===== src/rtl/cpu_boot_sequencer.sv =====
// Boot/run controller: holds the CPU in reset, streams a program image into
// instruction memory, releases reset after a hold, then supervises the run.
module cpu_boot_sequencer #(
    parameter int DATA_W     = 16,
    parameter int ADDR_W     = 8,
    parameter int PROG_DEPTH = 256,
    parameter int RST_HOLD   = 4,
    parameter int WDT_CYCLES = 1024
) (
    input  logic              clk,
    input  logic              rst,
    input  logic              start,
    input  logic              load_valid,
    input  logic [DATA_W-1:0] load_data,
    input  logic              load_last,
    output logic              load_ready,
    output logic              imem_we,
    output logic [ADDR_W-1:0] imem_addr,
    output logic [DATA_W-1:0] imem_wdata,
    output logic              cpu_rst,
    input  logic              cpu_halt,
    input  logic [DATA_W-1:0] data_mem_to_cpu,
    output logic [ADDR_W:0]   word_count,
    output logic [DATA_W-1:0] result,
    output logic              run_done,
    output logic              timeout
);

    localparam int HOLD_W = $clog2(RST_HOLD + 1);
    localparam int WDT_W  = $clog2(WDT_CYCLES);

    localparam logic [ADDR_W:0]   DEPTH_C     = (ADDR_W + 1)'(PROG_DEPTH);
    localparam logic [ADDR_W:0]   WC_ONE_C    = (ADDR_W + 1)'(1);
    localparam logic [HOLD_W-1:0] HOLD_LAST_C = HOLD_W'(RST_HOLD);
    localparam logic [HOLD_W-1:0] HOLD_ONE_C  = HOLD_W'(1);
    // Expiry is detected one count early so timeout lands on edge R+WDT_CYCLES-1.
    localparam logic [WDT_W-1:0]  WDT_LAST_C  = WDT_W'(WDT_CYCLES - 2);
    localparam logic [WDT_W-1:0]  WDT_ONE_C   = WDT_W'(1);

    typedef enum logic [2:0] {
        ST_IDLE    = 3'd0,
        ST_LOAD    = 3'd1,
        ST_HOLD    = 3'd2,
        ST_RUN     = 3'd3,
        ST_DONE    = 3'd4,
        ST_TIMEOUT = 3'd5
    } state_e;

    state_e             state_q, state_d;
    logic [ADDR_W:0]    word_count_q, word_count_d;
    logic [HOLD_W-1:0]  hold_cnt_q, hold_cnt_d;
    logic [WDT_W-1:0]   wdt_q, wdt_d;
    logic               cpu_rst_q, cpu_rst_d;
    logic               imem_we_q, imem_we_d;
    logic [ADDR_W-1:0]  imem_addr_q, imem_addr_d;
    logic [DATA_W-1:0]  imem_wdata_q, imem_wdata_d;
    logic [DATA_W-1:0]  result_q, result_d;
    logic               run_done_q, run_done_d;
    logic               timeout_q, timeout_d;

    logic               load_ready_s;
    logic               handshake_s;
    logic [ADDR_W:0]    word_inc_s;

    assign load_ready_s = (state_q == ST_LOAD) && (word_count_q < DEPTH_C);
    assign handshake_s  = load_valid & load_ready_s;
    assign word_inc_s   = word_count_q + WC_ONE_C;

    // Next-state and next-output decode for the boot/run FSM.
    always_comb begin
        state_d      = state_q;
        word_count_d = word_count_q;
        hold_cnt_d   = hold_cnt_q;
        wdt_d        = wdt_q;
        cpu_rst_d    = cpu_rst_q;
        imem_we_d    = 1'b0;
        imem_addr_d  = imem_addr_q;
        imem_wdata_d = imem_wdata_q;
        result_d     = result_q;
        run_done_d   = run_done_q;
        timeout_d    = timeout_q;

        case (state_q)
            ST_IDLE, ST_DONE, ST_TIMEOUT: begin
                cpu_rst_d = 1'b1;
                if (start) begin
                    state_d      = ST_LOAD;
                    word_count_d = {(ADDR_W + 1){1'b0}};
                    result_d     = {DATA_W{1'b0}};
                    run_done_d   = 1'b0;
                    timeout_d    = 1'b0;
                end else begin
                    state_d = state_q;
                end
            end
            ST_LOAD: begin
                cpu_rst_d = 1'b1;
                if (handshake_s) begin
                    imem_we_d    = 1'b1;
                    imem_addr_d  = word_count_q[ADDR_W-1:0];
                    imem_wdata_d = load_data;
                    word_count_d = word_inc_s;
                    if (load_last || (word_inc_s == DEPTH_C)) begin
                        state_d    = ST_HOLD;
                        hold_cnt_d = {HOLD_W{1'b0}};
                    end else begin
                        state_d = ST_LOAD;
                    end
                end else begin
                    imem_we_d = 1'b0;
                end
            end
            ST_HOLD: begin
                if (hold_cnt_q == HOLD_LAST_C) begin
                    state_d   = ST_RUN;
                    wdt_d     = {WDT_W{1'b0}};
                    cpu_rst_d = 1'b0;
                end else begin
                    hold_cnt_d = hold_cnt_q + HOLD_ONE_C;
                    cpu_rst_d  = 1'b1;
                end
            end
            ST_RUN: begin
                // Halt is tested first so it wins over a coincident expiry.
                if (cpu_halt) begin
                    state_d    = ST_DONE;
                    result_d   = data_mem_to_cpu;
                    run_done_d = 1'b1;
                    cpu_rst_d  = 1'b1;
                end else if (wdt_q == WDT_LAST_C) begin
                    state_d   = ST_TIMEOUT;
                    timeout_d = 1'b1;
                    cpu_rst_d = 1'b1;
                end else begin
                    wdt_d     = wdt_q + WDT_ONE_C;
                    cpu_rst_d = 1'b0;
                end
            end
            default: begin
                state_d   = ST_IDLE;
                cpu_rst_d = 1'b1;
            end
        endcase
    end

    // State and registered-output flops with asynchronous active-low reset.
    always_ff @(posedge clk or negedge rst) begin
        if (!rst) begin
            state_q      <= ST_IDLE;
            word_count_q <= {(ADDR_W + 1){1'b0}};
            hold_cnt_q   <= {HOLD_W{1'b0}};
            wdt_q        <= {WDT_W{1'b0}};
            cpu_rst_q    <= 1'b1;
            imem_we_q    <= 1'b0;
            imem_addr_q  <= {ADDR_W{1'b0}};
            imem_wdata_q <= {DATA_W{1'b0}};
            result_q     <= {DATA_W{1'b0}};
            run_done_q   <= 1'b0;
            timeout_q    <= 1'b0;
        end else begin
            state_q      <= state_d;
            word_count_q <= word_count_d;
            hold_cnt_q   <= hold_cnt_d;
            wdt_q        <= wdt_d;
            cpu_rst_q    <= cpu_rst_d;
            imem_we_q    <= imem_we_d;
            imem_addr_q  <= imem_addr_d;
            imem_wdata_q <= imem_wdata_d;
            result_q     <= result_d;
            run_done_q   <= run_done_d;
            timeout_q    <= timeout_d;
        end
    end

    assign load_ready = load_ready_s;
    assign imem_we    = imem_we_q;
    assign imem_addr  = imem_addr_q;
    assign imem_wdata = imem_wdata_q;
    assign cpu_rst    = cpu_rst_q;
    assign word_count = word_count_q;
    assign result     = result_q;
    assign run_done   = run_done_q;
    assign timeout    = timeout_q;

endmodule


===== config.mk =====
export PLATFORM = sky130hd
export DESIGN_NAME = cpu_boot_sequencer
export DESIGN_NICKNAME = d
export VERILOG_FILES = /design/src/rtl/cpu_boot_sequencer.sv
export SDC_FILE = /design/constraint.sdc
export NUM_CORES = 1
export LEC_CHECK = 0
export CAP_MARGIN = 20
export CELL_PAD_IN_SITES_DETAIL_PLACEMENT = 1
export CELL_PAD_IN_SITES_GLOBAL_PLACEMENT = 1
export CORE_MARGIN = 2
export CORE_UTILIZATION = 33
export CTS_BUF_LIST = sky130_fd_sc_hd__clkbuf_4 sky130_fd_sc_hd__clkbuf_8
export DETAILED_ROUTE_END_ITERATION = 7
export GPL_TIMING_DRIVEN = 0
export PLACE_DENSITY_LB_ADDON = 0.1
export SYNTH_ARGS = -nofsm -noshare
export SYNTH_HDL_FRONTEND = slang
export SYNTH_SLANG_ARGS = --single-unit

===== constraint.sdc =====
create_clock -name clk -period 1.8 [get_ports clk]
set_input_delay 0.27 -clock clk [delete_from_list [all_inputs] [get_ports clk]]
set_output_delay 0.27 -clock clk [all_outputs]
set_load 0.02 [all_outputs]

# ---- After elaboration in Yosys (flattened, before gate mapping)
# Cells that the tools add are included.
dict set report totals {
  romBits 0
  reg_bits 69
  wordCells 82
  ramBits 0
  latch_bits 0
  memories 0
}
dict set report classes {
  n_reduce_logical 15
  n_div 0
  n_lt_le_gt_ge 1
  multipliers 0
  add_sub_neg 3
  mux 33
  bitwise_logic 1
  n_shift 0
  n_eq_ne 18
}
# cell count
set op_table {}
lappend op_table {{$mux 16} 2}
lappend op_table {{$pmux 16 s2} 1}
lappend op_table {{$mux 10} 3}
lappend op_table {{$mux 3} 8}
lappend op_table {{$pmux 10 s2} 1}
lappend op_table {{$mux 9} 2}
lappend op_table {{$pmux 9 s2} 1}
lappend op_table {{$ne 2x2->1 const B} 8}
lappend op_table {{$reduce_and 4->1} 4}
lappend op_table {{$pmux 3 s4} 1}
lappend op_table {{$add 10x1->10 const B} 1}
lappend op_table {{$eq 10x10->1 const B} 1}
lappend op_table {{$add 9x1->9 const B} 1}
lappend op_table {{$eq 3x3->1 const B} 3}
lappend op_table {{$eq 9x9->1 const B} 1}
lappend op_table {{$lt 9x9->1 const B} 1}
lappend op_table {{$mux 1} 9}
lappend op_table {{$reduce_bool 2->1} 4}
lappend op_table {{$eq 3x2->1 const B} 2}
lappend op_table {{$pmux 1 s2} 3}
lappend op_table {{$pmux 3 s2} 1}
lappend op_table {{$reduce_and 3->1} 2}
lappend op_table {{$add 3x1->3 const B} 1}
lappend op_table {{$eq 3x1->1 const B} 1}
lappend op_table {{9 further kinds} 9}

# ---- Longest topological paths before layout
# Gate-level depths: netlist (run 1).
dict set report logic_depth {
  word_depth 6
  ltp_mapped 8
}

# ---- Worst setup path after synthesis (run 1)
# No wires, ideal clock.
dict set report synth_timing {
  kind {register to register}
  start {reg word_count_q[0], in the netlist word_count[0]}
  end {reg state_q[1]}
  slack_ns -0.284
  required_time_ns 1.730
  stages_incl_launch_ff 7
  arrival_time_ns 2.015
  cell_sequence {dfrtp_1 -> ha_1 -> nand2_2 -> or4_1 -> o211ai_1 -> or4b_1 -> nand3b_1}
}
dict set report synth_via {
  elab_chain_len 6
  elab_cells_between_ends 11
  classes_between {add/sub (1); order compare (1); eq/ne (2); mux (3); bitwise (1); reduce/logical (3)}
}
# element line_no
set synth_rtl {}
lappend synth_rtl {{start: declaration} 50} ;# logic [ADDR_W:0] word_count_q, word_count_d;
lappend synth_rtl {{start signal: assignment} 150} ;# word_count_q <= {(ADDR_W + 1){1'b0}};
lappend synth_rtl {{start signal: assignment} 162} ;# word_count_q <= word_count_d;
lappend synth_rtl {{$add 9x1->9} 67} ;# assign word_inc_s = word_count_q + WC_ONE_C;
lappend synth_rtl {{$eq 9x9->1} 103} ;# if (load_last || (word_inc_s == DEPTH_C)) begin
lappend synth_rtl {{$logic_or 1x1->1} 103}
lappend synth_rtl {{$mux 2} 103}
lappend synth_rtl {{$mux 3} 98} ;# if (handshake_s) begin
lappend synth_rtl {{$pmux 3 s4} 83} ;# case (state_q)
lappend synth_rtl {{end signal: assignment} 161} ;# state_q <= state_d;
lappend synth_rtl {{end: declaration} 49} ;# state_e state_q, state_d;
# Several ways; a longest one is shown, not always the timed one. The select of a mux whose other input is x is not followed.
# A chain may end at the register's enable or synchronous reset.

# ---- Final worst setup path (run 1)
# Same ends and word-level chain as after synthesis.

==> results of run 1 <==
[cell usage after synthesis (2+ instances only)]
cell and n:
o31ai_1 4, nor2b_1 6, o211ai_1 2, nor3_1 5
buf_2 3, a31oi_1 3, and3_1 3, nand3b_1 2
a21oi_1 8, dfrtp_1 68, nor2_1 18, ha_1 5
nand4_1 2, xnor2_1 7, nand4b_1 2, clkbuf_1 12
nor3b_1 2, nor4_1 4, mux2_2 2, o21ai_0 31
inv_1 7, nand3_1 13, nand2b_1 3, nand2_1 116
[cells in the final DEF (no fill, tap or decap), drive strengths merged, types with 2 or more instances in the layout]
| cell | n |
|---|---|
| nand3 | 13 |
| o211ai | 2 |
| o31ai | 4 |
| xnor2 | 7 |
| nor3b | 2 |
| mux2 | 2 |
| dfrtp | 68 |
| nand4 | 2 |
| ha | 5 |
| buf | 29 |
| nor3 | 5 |
| a31oi | 3 |
| nand2b | 3 |
| nor4 | 6 |
| nor2 | 18 |
| o21ai | 32 |
| nand2 | 117 |
| nand3b | 2 |
| nor2b | 6 |
| and3 | 3 |
| clkbuf | 24 |
| inv | 8 |
| clkdlybuf4s50 | 86 |
| dlymetal6s2s | 3 |
| nand4b | 2 |
| a21oi | 8 |
[sequential cells by signal, indices dropped and copies added (netlist names), 3 cells and up]
signal	flops
imem_wdata	16
state_q	3
imem_addr	8
word_count	9
result	16
hold_cnt_q	3
wdt_q	10
[layer usage]
metal | part of all wire (%) | routed length, um | track usage (%) | vias to the layer above
li1 | - | - | - | 1414
met1 | 46 | 4312 | 24.97 | 1424
met2 | 47 | 4455 | 28.74 | 65
met3 | 6.0 | 562 | 6.073 | 6
met4 | 0.90 | 85 | 5.405 | 0
met5 | 0 | 0 | 0 | -
[layout make-up]
cell class | count | area share [%]
Inverter | 7 | 0.5509
Timing Repair Buffer | 116 | 23.58
Clock buffer | 12 | 3.332
Multi-Input combinational cell | 256 | 29.91
Buffer | 15 | 1.574
Clock inverter | 4 | 1.154
Tap cell | 129 | 3.384
Sequential cell | 69 | 36.52
[what timing repair did]
| item | 4_1_cts | 5_1_grt |
|---|---|---|
| buffers inserted | 14 | 9 |
| pin swaps | 4 | 4 |
| hold buffers | 1 | 0 |
| endpoints found under the setup margin | 68 | 61 |
| gates resized for setup | 27 | 17 |
| gates cloned | 0 | 0 |
| endpoints found under the hold margin | 24 | 0 |
[metrics by stage]
step / setup TNS, ns / hold slack [ns] / power (W) / area, um^2
after floorplan: -0.05815 / -0.02559 / 0.004033 / 3182
after global placement: -169.97 / 0.4566 / 0.005351 / 4254
after detailed placement: -24.06 / 0.2099 / 0.005458 / 4279
after CTS: -0.08006 / 0.3750 / 0.006964 / 4662
after global routing: -3.967 / 0.4093 / 0.007493 / 4770
final: -0.2666 / 0.3734 / 0.006995 / 4770
[kinds of logic after synthesis]
| logic type | synth area share, % |
|---|---|
| AND/OR/NAND/NOR | 26.86 |
| flip-flops | 54.95 |
| AO/OA/AOI/OAI | 10.03 |
| buffers and inverters | 2.905 |
| XOR/XNOR | 2.229 |
| adder cells (fa/ha/maj) | 1.990 |
| multiplexers | 1.035 |
[power by group]
group	switching, W	total, W	internal (W)
registers	0.000334	0.00240	0.00206
clock network	0.000630	0.00137	0.000739
logic	0.00182	0.00323	0.00141
total	0.00279	0.00700	0.00421
[how the worst max path moves through the flow]
stage | cells after the start | slack (ns) | endpoint
2_1_floorplan | 6 | -0.06 | state_q[1]$_DFFE_PN0P_
3_3_place_gp | 1 | -2.42 | word_count[1]$_DFFE_PN0P_
3_5_place_dp | 8 | -0.59 | imem_wdata[6]$_DFFE_PN0P_
4_1_cts | 6 | -0.04 | state_q[1]$_DFFE_PN0P_
5_1_grt | 6 | -0.19 | state_q[1]$_DFFE_PN0P_
6_report | 6 | -0.12 | state_q[1]$_DFFE_PN0P_
==> flow_summary.json, run 1 <==
{
  "status": "finished, violations left",
  "violations": "negative setup slack",
  "synth.area.top_cells": "dfrtp_1 54%, nand2_1 14%, o21ai_0 4.9%, nor2_1 2.1%, nand3_1 2.1%",
  "power_density_mw_per_mm2": 1467,
  "p_leak_nw": 2.180,
  "dpl_worst_slack_ns": -0.5942,
  "core_mm2": 0.009240,
  "rsz0062_at_grt": "true",
  "tightestPinTransition_ns": 0.4816,
  "routed-via-count": 2909,
  "ir_drop_mv": 0.6060,
  "port_buffers": 91,
  "cpPeakStageDelay_ns": 0.49,
  "cts_made_buffers": 9,
  "ys_warn_count": 0,
  "cp_data_required_time_ns": 2.09,
  "multiInputGateArea_mm2": 0.001426,
  "fin_nets": 517,
  "synthFlopType": "dfrtp_1",
  "dieWidth_um": 101.6,
  "core.rowCount": 35,
  "drc_errors": 0,
  "final_util_pct": 51.62,
  "fin_crit_sh_pct": 106.7,
  "ys_async_sr_fraction_pct": 100.0,
  "critPathLaunchType": "flip-flop",
  "grt_max_degree": 46,
  "drtPass1Iterations": 4,
  "synth_area_mm2": 0.003144,
  "ant_nets": 0,
  "root_buffer": "clkbuf_8",
  "setup_viol": 5,
  "final-seq-area_mm2": 0.001742,
  "end_kind": "flip-flop",
  "yosysTopAreaCell": "dfrtp_1",
  "diodes": 0,
  "yosysUniqueCellTypes": 44,
  "yosysTopAreaCellShare_pct": 54.12,
  "finalCriticalPeriod_ns": 1.921,
  "cts_tree": "yes",
  "cts_sinks": 69,
  "gp_congestion": 0.8277,
  "yosysSeqAreaShare_pct": 54.95,
  "syn_nets": 391,
  "synth_cells": 348,
  "grt_antenna_before_repair": 0,
  "area_growth_pct": 51.69,
  "die_y_um": 101.6,
  "cp_max_fo": 4,
  "vias_per_cell": 4.785,
  "wire_per_inst_um": 15.49,
  "dr.first_iter.drc_count": 55,
  "drt_wl_total_um": 9415,
  "critPathTopFamily": "simple AND/OR/NAND/NOR gates",
  "synth.ff_latch_count": 69,
  "grt_pass1_vias": 3046,
  "cp.arrival_ns": 2.21,
  "start_util_pct": 34.03,
  "synth-edff-count": 0,
  "fmax_mhz": 520.7,
  "reg2regPathDepth": 6,
  "crit_buf_inv": 0,
  "cp-startpoint": "word_count[0]$_DFFE_PN0P_",
  "dp_cells": 569,
  "clock_latency_ns": 0.35,
  "final_layout_size_suffix_gt1_share_pct": 17.95,
  "cp_slowest_cell": "or4b_4",
  "rr_endpoint": "state_q[1]$_DFFE_PN0P_",
  "min_path_type": "in2async",
  "grt_first_pass_wirelength_um": 15040,
  "gr-total-overflow": 0,
  "setup_ws_ns": -0.1205,
  "cts_max_level": 3,
  "fill_cells": 1078,
  "reg2reg_slack_ns": -0.12,
  "reg2reg_from": "word_count[0]$_DFFE_PN0P_",
  "hold_viol": 0,
  "dieArea_mm2": 0.01032,
  "boundaryPins": 92,
  "gr-usage-all-layers_pct": 18.59,
  "clk_pin_slew_worst_paths_ns": 0.08,
  "clockBufferDepth": 2,
  "timing.slew.headroom_pct": 67.89,
  "skew_ns": 0.01451,
  "crit_type": "reg2reg",
  "maxSlewViolCount": 0,
  "postSynthAreaPerCell_um2": 9.035,
  "instances_no_fill": 608,
  "crit_path_cell_trace": "ha_4 > nand2_4 > or4_4 > o211ai_1 > or4b_4 > nand3b_1",
  "max_cap_violations": 0,
  "dp_hpwl_um": 6147
}
Note: power is estimated with default switching activity, not from simulation.
==> run 2: changes to the inputs <==
ABC_CLOCK_PERIOD_IN_PS = 1800   (was unset)
==> results of run 2 <==
Final layout, timing and power as in run 1 (identical DEF).
==> RTL edit: new RTL, config.mk and constraints of run 2 <==
The parameter `RST_HOLD` goes from 4 to 8.
--- a/src/rtl/cpu_boot_sequencer.sv
+++ b/src/rtl/cpu_boot_sequencer.sv
@@ -4,7 +4,7 @@
     parameter int DATA_W     = 16,
     parameter int ADDR_W     = 8,
     parameter int PROG_DEPTH = 256,
-    parameter int RST_HOLD   = 4,
+    parameter int RST_HOLD   = 8,
     parameter int WDT_CYCLES = 1024
 ) (
     input  logic              clk,
Check against the original RTL: not equivalent (Yosys sat finds a counterexample within 10 cycles, from zero or initial values and one cycle with rst low).
==> RTL edit against run 2 <==
  * The run still ends with negative setup slack left
  * Setup slack gained 0.0091 ns
  * Sequential share of layout area shrank 4.5 points
  * Die area grew 5.1%
  * Global-route usage fell by 0.18 points
  * Total power increased by 15%
  * Core utilization grew 4.7 points
  * Sequential cell count is 1 higher
  * Final area rose by 16%
  * Combinational power is 29% higher
  * Sequential power is 5% higher
  * Area after synthesis rose by 5.3%
  * Wire length rose by 12%
  * Maximum frequency grew 0.48%
  * Highest routed layer unchanged
==> RTL edit: results (changes against run 2) <==
Detailed Route WL=10.5 mm (+12%); Seq/Total Area, Yosys=52.9% (-2.0 points); routed via count=3,038 (+4.4%); vias in the first global route=3,182 (+4.5%); clock skew=0.0130 ns (-0.00154 ns); syn_nets=372 (-4.9%); Commonest cells post-synth=nand2_1, dfrtp_1, a22o_1; Total Routing Usage GR=18.4% (-0.18 points); CP Max Fanout=6 (+2); Critical Path AT=2.14 ns (-0.07 ns); status=finished, violations left; Setup WS post-layout=-0.111 ns (+0.00912 ns); clock slew at reported path FFs=0.08 ns (about the same); # fillers=1,042 (-3.3%); Max-slew headroom=70.8% (+2.9 points); placer congestion estimate=0.741 (-10%); Yosys cell types=57 (+30%); average size of a mapped cell=10.1 µm² (+12%); Top Family by Delay on Critical Path=compound AO/OA/AOI/OAI gates; critical path's largest stage delay=0.44 ns (-0.05 ns); largest net degree at the start of global routing=51 (+11%); post-DP HPWL=6.31 mm (+2.6%); Pleak=2.43 nW (+11%); initial cell density of the core=33.9% (-0.14 points); synth top area cells=dfrtp_1, nand2_1, a22o_1; Max VDD drop=0.746 mV (+23%); initial DRC count=71 (+29%); sw power=0.00315 W (+13%); Worst R2R End=hold_cnt_q[0]; ratio of cells with drive above 1 in the final layout=35.2% (+17 points); via/cell ratio=5.02 (+5.0%); hold_ws=0.364 ns (-0.00891 ns); failing checks=negative setup slack; nets=511 (-1.2%); Placed Cells=553 (-2.8%); pre-CTS WS=-0.319 ns (+0.276 ns); final setup fails=9 (+4); first-pass GRT wire length=16.0 mm (+6.7%); initial antenna violation count=0 (unchanged); crit path max-delay cell type=dfrtp_2
==> RTL edit: power by group through the flow <==
stage / combinational, W / clock, W / sequential (W)
after floorplan: 0.00122 / 0 / 0.00293
after global placement: 0.00297 / 0 / 0.00247
after detailed placement: 0.00304 / 0 / 0.00249
after CTS: 0.00353 / 0.00136 / 0.00244
after global routing: 0.00447 / 0.00142 / 0.00259
final: 0.00416 / 0.00133 / 0.00252
==> RTL edit: layer usage <==
| metal | global-route usage, % | wire [µm] |
|---|---|---|
| met1 | 24.2 | 4560 |
| met2 | 28.9 | 5170 |
| met3 | 4.70 | 634 |
| met4 | 7.72 | 141 |
| met5 | 0 | 0 |
==> RTL edit: worst register-to-register path, delay by kind of cell (launching register included) <==
kind | cells | cell delay, ns
AOI/OAI and AO/OA | 3 | 0.73
and+or+nand+nor | 2 | 0.44
DFF | 1 | 0.44
adders and majority gates | 1 | 0.18
==> RTL edit: area by class of cell <==
cell class                      instances  area share [%]
Buffer                                 15            3.20
Clock buffer                           11            2.63
Inverter                                8           0.681
Sequential cell                        70            32.0
Tap cell                              133            3.02
Clock inverter                          5            1.07
Multi-Input combinational cell        233            33.5
Timing Repair Buffer                  130            23.9
==> RTL edit: worst max-delay path by stage <==
| stage | from | to | slack (ns) | depth (start not counted) |
|---|---|---|---|---|
| after detailed placement | cpu_halt | result[7] | -0.32 | 5 |
| after floorplan | word_count[0] | hold_cnt_q[0] | -0.01 | 6 |
| after CTS | state_q[2] | word_count[6] | -0.02 | 6 |
| final | word_count[0] | hold_cnt_q[0] | -0.11 | 6 |
| after global placement | rst | word_count[1] | -2.41 | 1 |
| after global routing | word_count[0] | hold_cnt_q[0] | -0.18 | 6 |
==> RTL edit: cell families (layout without fill, tap and decap cells) <==
group,count (synthesis),in the layout,share of synthesized area (%)
xor gates and xnor gates,10,10,2.64
muxes,1,1,0.302
AOI/OAI and AO/OA,71,71,16.5
adders and majority gates,6,6,2.27
buffers and inverters,25,169,4.04
DFF,70,70,52.9
and+or+nand+nor,145,145,21.3
==> RTL edit: per-stage QoR <==
| stage | cell area (µm²) | utilization [%] |
|---|---|---|
| 2_1_floorplan | 3330 | - |
| 3_5_place_dp | 4430 | 45.4 |
| 5_1_grt | 5510 | 56.4 |
| 6_report | 5510 | 56.4 |
| 4_1_cts | 4980 | 50.9 |
| 3_3_place_gp | 4410 | 45.1 |
==> RTL edit: timing repair <==
| item | in CTS | in global routing |
|---|---|---|
| buffers inserted | 18 | 16 |
| hold endpoints to repair | 20 | 0 |
| gates cloned | 2 | 2 |
| hold buffers | 1 | 0 |
| pin swaps | 14 | 59 |
| gates resized for setup | 44 | 95 |
| setup endpoints to repair | 58 | 58 |
